[src/rtl/pingpong_wr_ctrl.sv]
// Write-side ping-pong scheduler: steers fixed-length bursts alternately into FIFO A and FIFO B,
// stalling on full and holding at burst boundaries while the next buffer reports prog_full.
module pingpong_wr_ctrl #(
    parameter int unsigned DATA_SIZE = 16,
    parameter int unsigned BURST_LEN = 256,
    parameter int unsigned CNT_W     = 8,
    parameter int unsigned BCNT_W    = 16
) (
    input  logic                 wr_clk,
    input  logic                 rst,
    input  logic                 enable,
    input  logic                 in_valid,
    input  logic [DATA_SIZE-1:0] in_data,
    output logic                 in_ready,
    input  logic                 full_a,
    input  logic                 prog_full_a,
    input  logic                 full_b,
    input  logic                 prog_full_b,
    output logic                 wr_en_a,
    output logic                 wr_en_b,
    output logic [DATA_SIZE-1:0] wr_data,
    output logic                 sel,
    output logic                 burst_done,
    output logic                 hold,
    output logic [BCNT_W-1:0]    bursts_a,
    output logic [BCNT_W-1:0]    bursts_b
);

    typedef enum logic [1:0] {StIdle, StFill, StHold} state_e;

    localparam logic [CNT_W-1:0] LastBeat = CNT_W'(BURST_LEN - 1);

    state_e              state_q, state_d;
    logic                sel_q, sel_d;
    logic [CNT_W-1:0]    beat_cnt_q, beat_cnt_d;
    logic                burst_done_q, burst_done_d;
    logic [BCNT_W-1:0]   bursts_a_q, bursts_a_d;
    logic [BCNT_W-1:0]   bursts_b_q, bursts_b_d;

    logic full_cur, pf_cur, pf_next, acc, last;

    assign full_cur = sel_q ? full_b : full_a;
    assign pf_cur   = sel_q ? prog_full_b : prog_full_a;
    assign pf_next  = sel_q ? prog_full_a : prog_full_b;

    assign in_ready = (state_q == StFill) && !full_cur;
    assign acc      = in_valid && in_ready;
    assign last     = (beat_cnt_q == LastBeat);

    assign wr_en_a    = acc && !sel_q;
    assign wr_en_b    = acc && sel_q;
    assign wr_data    = in_data;
    assign sel        = sel_q;
    assign burst_done = burst_done_q;
    assign hold       = (state_q == StHold);
    assign bursts_a   = bursts_a_q;
    assign bursts_b   = bursts_b_q;

    always_comb begin
        state_d      = state_q;
        sel_d        = sel_q;
        beat_cnt_d   = beat_cnt_q;
        burst_done_d = 1'b0;
        bursts_a_d   = bursts_a_q;
        bursts_b_d   = bursts_b_q;
        unique case (state_q)
            StIdle: begin
                if (enable) begin
                    state_d = pf_cur ? StHold : StFill;
                end
            end
            StFill: begin
                if (acc) begin
                    if (last) begin
                        beat_cnt_d   = '0;
                        sel_d        = ~sel_q;
                        burst_done_d = 1'b1;
                        if (sel_q) begin
                            bursts_b_d = bursts_b_q + 1'b1;
                        end else begin
                            bursts_a_d = bursts_a_q + 1'b1;
                        end
                        // Boundary decision looks at the buffer we are about to switch to.
                        if (!enable) begin
                            state_d = StIdle;
                        end else if (pf_next) begin
                            state_d = StHold;
                        end else begin
                            state_d = StFill;
                        end
                    end else begin
                        beat_cnt_d = beat_cnt_q + 1'b1;
                    end
                end
            end
            StHold: begin
                if (!enable) begin
                    state_d = StIdle;
                end else if (!pf_cur) begin
                    state_d = StFill;
                end
            end
            default: state_d = StIdle;
        endcase
    end

    always_ff @(posedge wr_clk) begin
        if (rst) begin
            state_q      <= StIdle;
            sel_q        <= 1'b0;
            beat_cnt_q   <= '0;
            burst_done_q <= 1'b0;
            bursts_a_q   <= '0;
            bursts_b_q   <= '0;
        end else begin
            state_q      <= state_d;
            sel_q        <= sel_d;
            beat_cnt_q   <= beat_cnt_d;
            burst_done_q <= burst_done_d;
            bursts_a_q   <= bursts_a_d;
            bursts_b_q   <= bursts_b_d;
        end
    end

endmodule

[config.mk]
export PLATFORM = sky130hd
export DESIGN_NAME = pingpong_wr_ctrl
export DESIGN_NICKNAME = d
export VERILOG_FILES = /design/src/rtl/pingpong_wr_ctrl.sv
export SDC_FILE = /design/constraint.sdc
export NUM_CORES = 1
export LEC_CHECK = 0
export CORE_MARGIN = 3
export CORE_UTILIZATION = 46
export CTS_CLUSTER_DIAMETER = 30
export DETAILED_ROUTE_END_ITERATION = 16
export PLACE_DENSITY_LB_ADDON = 0.25
export SKIP_CTS_REPAIR_TIMING = 1
export SLEW_MARGIN = 5
export SYNTH_ARGS = -nofsm -noshare
export SYNTH_HDL_FRONTEND = slang
export SYNTH_SLANG_ARGS = --single-unit
export TNS_END_PERCENT = 10
[constraint.sdc]
create_clock -name wr_clk -period 2.75 [get_ports wr_clk]
set_input_delay 0.275 -clock wr_clk [delete_from_list [all_inputs] [get_ports wr_clk]]
set_output_delay 0.275 -clock wr_clk [all_outputs]
set_load 0.02 [all_outputs]
Word level (Yosys, flattened, before mapping)
Cells that the tools add are included.
Word-level totals
  register bits after elaboration: 44
  bits of input ports: 24
  logic and storage cells: 46
Operators by class
  add/sub/neg operators: 3
  equal/unequal tests: 7
  multiplexer cells: 14
  bitwise gates (word level): 3
  reductions and logical operators: 13
Operators by type and width (count)
  $add 16x1->16 const B: 2
  $mux 2: 8
  $reduce_and 4->1: 3
  $add 8x1->8 const B: 1
  $eq 8x8->1 const B: 1
  $mux 8: 1
  $ne 2x2->1 const B: 3
  $pmux 2 s3: 1
  $logic_and 1x1->1: 4
  $mux 1: 4
  $ne 3x3->1 const B: 1
  $not 1->1: 3
  $reduce_and 3->1: 1
  $reduce_or 3->1: 1
  $eq 2x1->1 const B: 1
  $eq 2x2->1 const B: 1
  $logic_not 1->1: 2
  $logic_not 2->1: 1
  $reduce_and 2->1: 1

Longest topological paths before layout
Gate-level depths: netlist (run 1).
  word-level depth: 6
  gate-level depth with buffers: 7
  gate-level depth less buffers: 5

Least setup slack after synthesis (run 1)
Ideal clock, no wire load.
  kind: flip-flop to flip-flop
  start: register beat_cnt_q[0]
  end: register bursts_b_q[13], in the netlist bursts_b[13]
  library setup time: 0.070 ns
  arrival time: 1.962 ns
  path slack: 0.718 ns
  stages on the path, launching flop included: 7
  clock period less this slack: 2.032 ns
  cells stage by stage: dfxtp_1 > ha_1 > nand2_1 > or4_4 > buf_6 > or4_1 > a21oi_1
On the way
  cells in the longest elaborated chain, start to end: 2
RTL lines
  start, declared: RTL line 35  | logic [CNT_W-1:0] beat_cnt_q, beat_cnt_d;
  start signal, assigned: RTL line 118  | beat_cnt_q <= beat_cnt_d;
  $eq 8x8->1: RTL line 48  | assign last = (beat_cnt_q == LastBeat);
  $reduce_and 4->1 (no source line)
  end signal, assigned: RTL line 121  | bursts_b_q <= bursts_b_d;
  end, declared: RTL line 38  | logic [BCNT_W-1:0] bursts_b_q, bursts_b_d;
Every way passes these cells.
A chain may end at the register's enable or synchronous reset.

Worst setup path after layout (run 1)
  start: register sel_q, in the netlist sel
  end: output port wr_en_b
On the way
  cells in the longest elaborated chain, start to end: 5
RTL lines
  start, declared: RTL line 34  | logic sel_q, sel_d;
  start signal, assigned: RTL line 117  | sel_q <= sel_d;
  $mux 1: RTL line 42  | assign full_cur = sel_q ? full_b : full_a;
  $logic_not 1->1: RTL line 46  | assign in_ready = (state_q == StFill) && !full_cur;
  $logic_and 1x1->1: RTL line 46
  $logic_and 1x1->1: RTL line 47  | assign acc = in_valid && in_ready;
  $logic_and 1x1->1 *: RTL line 51  | assign wr_en_b = acc && sel_q;
  end, declared: RTL line 20  | output logic wr_en_b,
Mark *: on every way between the ends. The rest lies on a longest branch, timed or not.

==> results by group, run 1 <==
Timing
  – Relative slew slack: 61.9%
  – RSZ-0062 raised after global routing: no
  – Final Hold Vio Count: 0
  – Period utilization: 84.9%
  – Max Clock Freq: 428 MHz
  – Worst-Margin Slew: 0.569 ns
  – Clock skew: 0.0103 ns
  – Total Neg Setup Slack: 0 ns
  – Final Setup Violations: 0
  – Min Tclk post-route: 2.34 ns
  – Final Slew Violations: 0
  – WHS: 0.489 ns

Yosys
  – Asr flop ratio synth: 0%
  – Ys flop type: dfxtp_1
  – Cells after Synth: 284
  – Post-synthesis sequential area ratio: 36.1%
  – Post-synth net total: 311
  – Top-count cell post-synth: dfxtp_1
  – Syn Area/Cell: 8.60 µm²
  – Number of synthesized flops with an enable pin: 0
  – Post-synth cell types: 41
  – Synth Register Bits: 44
  – Synth warnings: 0
  – Top-area cell type share of the netlist area: 36.1%
  – Top cells by area, synth: dfxtp_1 36%, o31ai_1 6.8%, a21oi_1 6.6%, or4_1 6.5%, buf_4 5.2%
  – Post-Syn Area: 0.00244 mm²
  – Synth cell count leaders: 44 x dfxtp_1, 32 x a21oi_1, 22 x o31ai_1
  – Yosys top cell by area: dfxtp_1

Clock network
  – CTS Root Cell: clkbuf_8
  – Num CTS Buffers: 5
  – CTS H-tree lvls: 2
  – Clock Path Buffers: 2
  – Clock-pin slew on the worst setup and hold paths: 0.09 ns
  – Clock Sinks: 44
  – CTS tree: done
  – Clock latency on the worst-skew pair: 0.30 ns

Setup path
  – R2R Setup Slk: 0.54 ns
  – WP data required: 2.48 ns
  – CP cell instances: mux2i_1 > and3_1 > clkdlybuf4s50_1
  – Delay-heaviest family, CP: buffers and inverters
  – Max incr delay on CP: 0.61 ns
  – Worst Reg-to-Reg Cells: 5
  – Worst-path fanout max: 10
  – Setup CP Type: reg -> out
  – CP Data Arrival Time: 2.06 ns
  – RR Startpoint: beat_cnt_q[0]
  – Critical Path End Type: output pin
  – Critical path launch point type: flop
  – CP max stage cell: clkdlybuf4s50_1
  – FF-to-FF End: bursts_b[5]
  – WP buf/inv: 1

Power and ir drop
  – Flop pwr share: 57.0%
  – Static Leak: 0.845 nW
  – Part of the power in combinational logic: 4.5%
  – Pwr dens: 391 mW/mm²
  – Worst-case vdd ir drop: 0.295 mV
  – Switching Share: 23.4%
  – Clk pwr share: 38.5%
  – P_sw: 0.264 mW
  – Internal power: 0.865 mW

Floorplanning
  – Chip width: 78.9 µm
  – Ports: 78
  – Die Area: 0.00622 mm²
  – Starting density of the core: 49.7%
  – Die H: 78.9 µm
  – Num rows: 25
  – Core Area: 0.00491 mm²

Detailed routing
  – Vias per inst: 5.87
  – Drt wl/cell: 14.5 µm
  – TritonRoute pass-1 iters: 4
  – Drt drc: 0
  – Routed WL: 5480 µm
  – Routed vias: 2218
  – Post-route ant nets: 0
  – 1st-iter DRT viols: 148

Cells and area
  – Nets: 337
  – Area delta synth->final: 18.1%
  – Fraction of layout instances using a drive strength above 1: 6.75%
  – Number of diodes: 0
  – Final cell count without fillers: 378
  – Filler Cells Inserted: 454

Global route
  – Global-route wire length before repair: 9590 µm
  – Grt ovf: 0
  – Largest net degree at the start of global routing: 24
  – Vias in the first global route: 2079
  – GRT Total Usage: 18.7%
  – Initial antenna violation count: 0

Hold path
  – Hold path cells: 2
  – Worst hold start: bursts_a[15]
  – Hold EP: bursts_a[15]
  – Worst hold-check path type: reg -> reg

Place
  – Placed cells: 370
  – Number of port buffers: 45
  – Hpwl dp: 3930 µm
  – Routability cong.: 0.812

Status
  – Status: finished clean

Flow run
  – Max-Cap Viols: 0
worst register-to-register path, delay by kind of cell, from the launching register on:
kind | cells | cell delay, ns
AOI/OAI and AO/OA | 1 | 0.15
DFF | 1 | 0.41
adders and majority gates | 1 | 0.31
and+or+nand+nor | 3 | 1.29
placed cells by master, fill, tap and decap left out, drive strengths merged, types with 6 or more instances in the layout:
| cell type | synthesis | layout |
|---|---|---|
| dfxtp | 44 | 44 |
| nor4 | 6 | 6 |
| clkdlybuf4s50 | 0 | 45 |
| inv | 6 | 6 |
| a21oi | 32 | 32 |
| o21ai | 9 | 9 |
| xnor2 | 7 | 7 |
| nand2 | 16 | 16 |
| buf | 19 | 6 |
| nor2 | 12 | 12 |
| nand4 | 11 | 11 |
| nand3 | 11 | 11 |
| o31ai | 22 | 22 |
| or4 | 22 | 22 |
| or3 | 7 | 7 |
| clkbuf | 12 | 6 |
power by group through the flow:
stage | clock, mW | combinational [mW] | sequential [mW]
after detailed placement | 0 | 0.0507 | 0.658
final | 0.435 | 0.0507 | 0.643
after floorplan | 0 | 0.0679 | 0.655
after CTS | 0.447 | 0.0509 | 0.643
after global placement | 0 | 0.0506 | 0.658
after global routing | 0.474 | 0.0554 | 0.644
stage by stage:
step / total power, mW / utilization, % / worst slack, ns / cell area (µm²)
after floorplan: 0.723 / - / 0.718 / 2440
after global placement: 0.708 / 56.8 / 0.519 / 2790
after detailed placement: 0.709 / 56.8 / 0.444 / 2790
after CTS: 1.14 / 58.8 / 0.409 / 2890
after global routing: 1.17 / 58.8 / 0.305 / 2890
final: 1.13 / 58.8 / 0.415 / 2890
worst max-delay path by stage:
stage                              from      endpoint  slack (ns)  cells past startpoint
final                               sel       wr_en_b        0.41                      3
after global routing                sel       wr_en_b        0.31                      3
after floorplan           beat_cnt_q[0]  bursts_b[13]        0.72                      6
after detailed placement         full_b   bursts_b[5]        0.44                      5
after global placement           full_b   bursts_b[5]        0.52                      5
after CTS                           sel      in_ready        0.41                      3
area by class of cell:
type,instances,area [µm²],area share (%)
Clock inverter,2,15.0,0.520
Tap cell,67,83.8,2.91
Clock buffer,6,82.6,2.86
Sequential cell,44,881,30.5
Inverter,6,22.5,0.781
Multi-Input combinational cell,202,1310,45.2
Timing Repair Buffer,51,495,17.2
flip-flops by register name, indices dropped and copies added (netlist names):
signal      count
beat_cnt_q      8
burst_done      1
bursts_a       16
bursts_b       16
sel             1
state_q         2
per-layer routing:
layer	GRT usage [%]	wire, µm	up-vias
li1	-	-	1126
met1	25.4	2650	1042
met2	29.6	2570	46
met3	4.20	241	4
met4	5.67	24	0
met5	0	0	-
logic make-up after synthesis:
kind of cell	count (synthesis)	share of synthesized area, %
AOI/OAI and AO/OA	66	16.2
xor gates and xnor gates	8	2.87
adders and majority gates	3	1.54
buffers and inverters	38	10.5
DFF	44	36.1
muxes	6	2.66
and+or+nand+nor	119	30.1
Power figures use the tool's default switching activity.
==> run 2: changes to the inputs <==
==> constraint.sdc (replaced) <==
create_clock -name wr_clk -period 2.2 [get_ports wr_clk]
set_input_delay 0.22 -clock wr_clk [delete_from_list [all_inputs] [get_ports wr_clk]]
set_output_delay 0.22 -clock wr_clk [all_outputs]
set_load 0.02 [all_outputs]
==> results by group, run 2 (same netlist as run 1, synthesis figures left out) <==
Hold path
  – Worst hold-check path type: in -> out
  – Hold path cells: 0

Clock network
  – CTS H-tree lvls: 2
  – CTS tree: done
  – Clock-pin slew on the worst setup and hold paths: 0.08 ns
  – CTS Root Cell: clkbuf_8
  – Clock Sinks: 44
  – Num CTS Buffers: 5
  – Clock Path Buffers: 2
  – Clock latency on the worst-skew pair: 0.29 ns

Floorplanning
  – Ports: 78
  – Num rows: 25
  – Starting density of the core: 49.7%
  – Chip width: 78.9 µm
  – Die H: 78.9 µm
  – Die Area: 0.00622 mm²
  – Core Area: 0.00491 mm²

Detailed routing
  – Drt wl/cell: 14.4 µm
  – TritonRoute pass-1 iters: 4
  – Post-route ant nets: 0
  – 1st-iter DRT viols: 145
  – Drt drc: 0
  – Vias per inst: 5.80
  – Routed WL: 5540 µm
  – Routed vias: 2240

Timing
  – Clock skew: 0.00490 ns
  – Period utilization: 95.0%
  – Min Tclk post-route: 2.09 ns
  – Final Slew Violations: 0
  – Final Hold Vio Count: 0
  – Worst-Margin Slew: 0.538 ns
  – RSZ-0062 raised after global routing: yes
  – WHS: 0.440 ns
  – Max Clock Freq: 478 MHz
  – Final Setup Violations: 0
  – Relative slew slack: 64.0%

Place
  – Placed inst area: 0.00285 mm²
  – Number of port buffers: 45
  – Placed cells: 378
  – Routability cong.: 0.798
  – Hpwl dp: 3970 µm

Cells and area
  – Most frequent cells in the layout: 44 x clkdlybuf4s50_1, 43 x dfxtp_1, 32 x a21oi_1
  – Final cell count without fillers: 386
  – Area delta synth->final: 20.7%
  – Final Core Density: 60.0%
  – Design Area, Final: 0.00295 mm²
  – Nets: 345
  – Fraction of layout instances using a drive strength above 1: 9.72%
  – Commonest non-fill, non-tap cell in the layout: clkdlybuf4s50_1
  – Number of diodes: 0

Flow run
  – Max-Cap Viols: 0

Setup path
  – Worst-path fanout max: 9
  – CP max stage cell: clkdlybuf4s50_1
  – Worst Reg-to-Reg Cells: 5
  – Critical Path End Type: output pin
  – Setup CP Type: reg -> out
  – R2R Setup Slk: 0.17 ns
  – Critical path depth in cells: 3
  – WP buf/inv: 1
  – Max incr delay on CP: 0.60 ns
  – WP data required: 1.98 ns
  – Critical path launch point type: flop
  – CP Data Arrival Time: 1.87 ns
  – CP cell instances: mux2i_2 > and3_1 > clkdlybuf4s50_1
  – Delay-heaviest family, CP: buffers and inverters

Power and ir drop
  – Worst-case vdd ir drop: 0.299 mV
  – Internal power: 1.08 mW
  – Switching Share: 22.7%
  – Flop pwr share: 57.5%
  – Clk pwr share: 37.7%
  – Static Leak: 0.910 nW
  – Pwr Total: 1.40 mW
  – P_sw: 0.318 mW
  – Part of the power in combinational logic: 4.8%
  – Pwr dens: 474 mW/mm²

Global route
  – Vias in the first global route: 1951
  – GRT Total Usage: 18.3%
  – Initial antenna violation count: 0
  – Largest net degree at the start of global routing: 24
  – Global-route wire length before repair: 9200 µm
  – Grt ovf: 0

Status
  – Status: finished clean
-- run 2: worst paths after layout --
check / endpoint / start
max: wr_en_b / sel
min: wr_data[0] / in_data[0]
max reg2reg: bursts_b[5] / beat_cnt_q[0]
min reg2reg: bursts_b[14] / bursts_b[14]
-- run 2: final cells by class --
type,count,area [µm²]
fill,453,1960
multi-input combinational,202,1310
sequential,44,882
timing repair buffer,59,558
tap,67,83.8
clock buffer,6,82.6
inverter,6,22.5
clock inverter,2,10.0
-- run 2: power groups by stage --
stage	clock network [mW]	registers [mW]	logic, mW
finish	0.528	0.804	0.0670
global route	0.585	0.805	0.0722
floorplan	0	0.819	0.0848
global placement	0	0.822	0.0658
detailed placement	0	0.823	0.0665
CTS	0.538	0.804	0.0666
-- run 2: routing by layer --
metal	global-route usage, %	share of wire (%)
met1	25.6	48
met2	28.0	45
met3	4.08	5.4
met4	5.50	1.2
met5	0	0
-- run 2: per-stage QoR --
step	setup WS, ns	TNS [ns]
after floorplan	0.168	0
after global placement	0.0513	0
after detailed placement	0.0124	0
after CTS	-0.0428	-0.0663
after global routing	-0.00599	-0.00599
final	0.110	0
-- run 2: worst register-to-register path: stages (launching register included) --
cell,delay [ns]
dfxtp_1,0.39
ha_1,0.18
nand2_1,0.07
or4_4,0.62
or4_1,0.53
a21oi_1,0.16
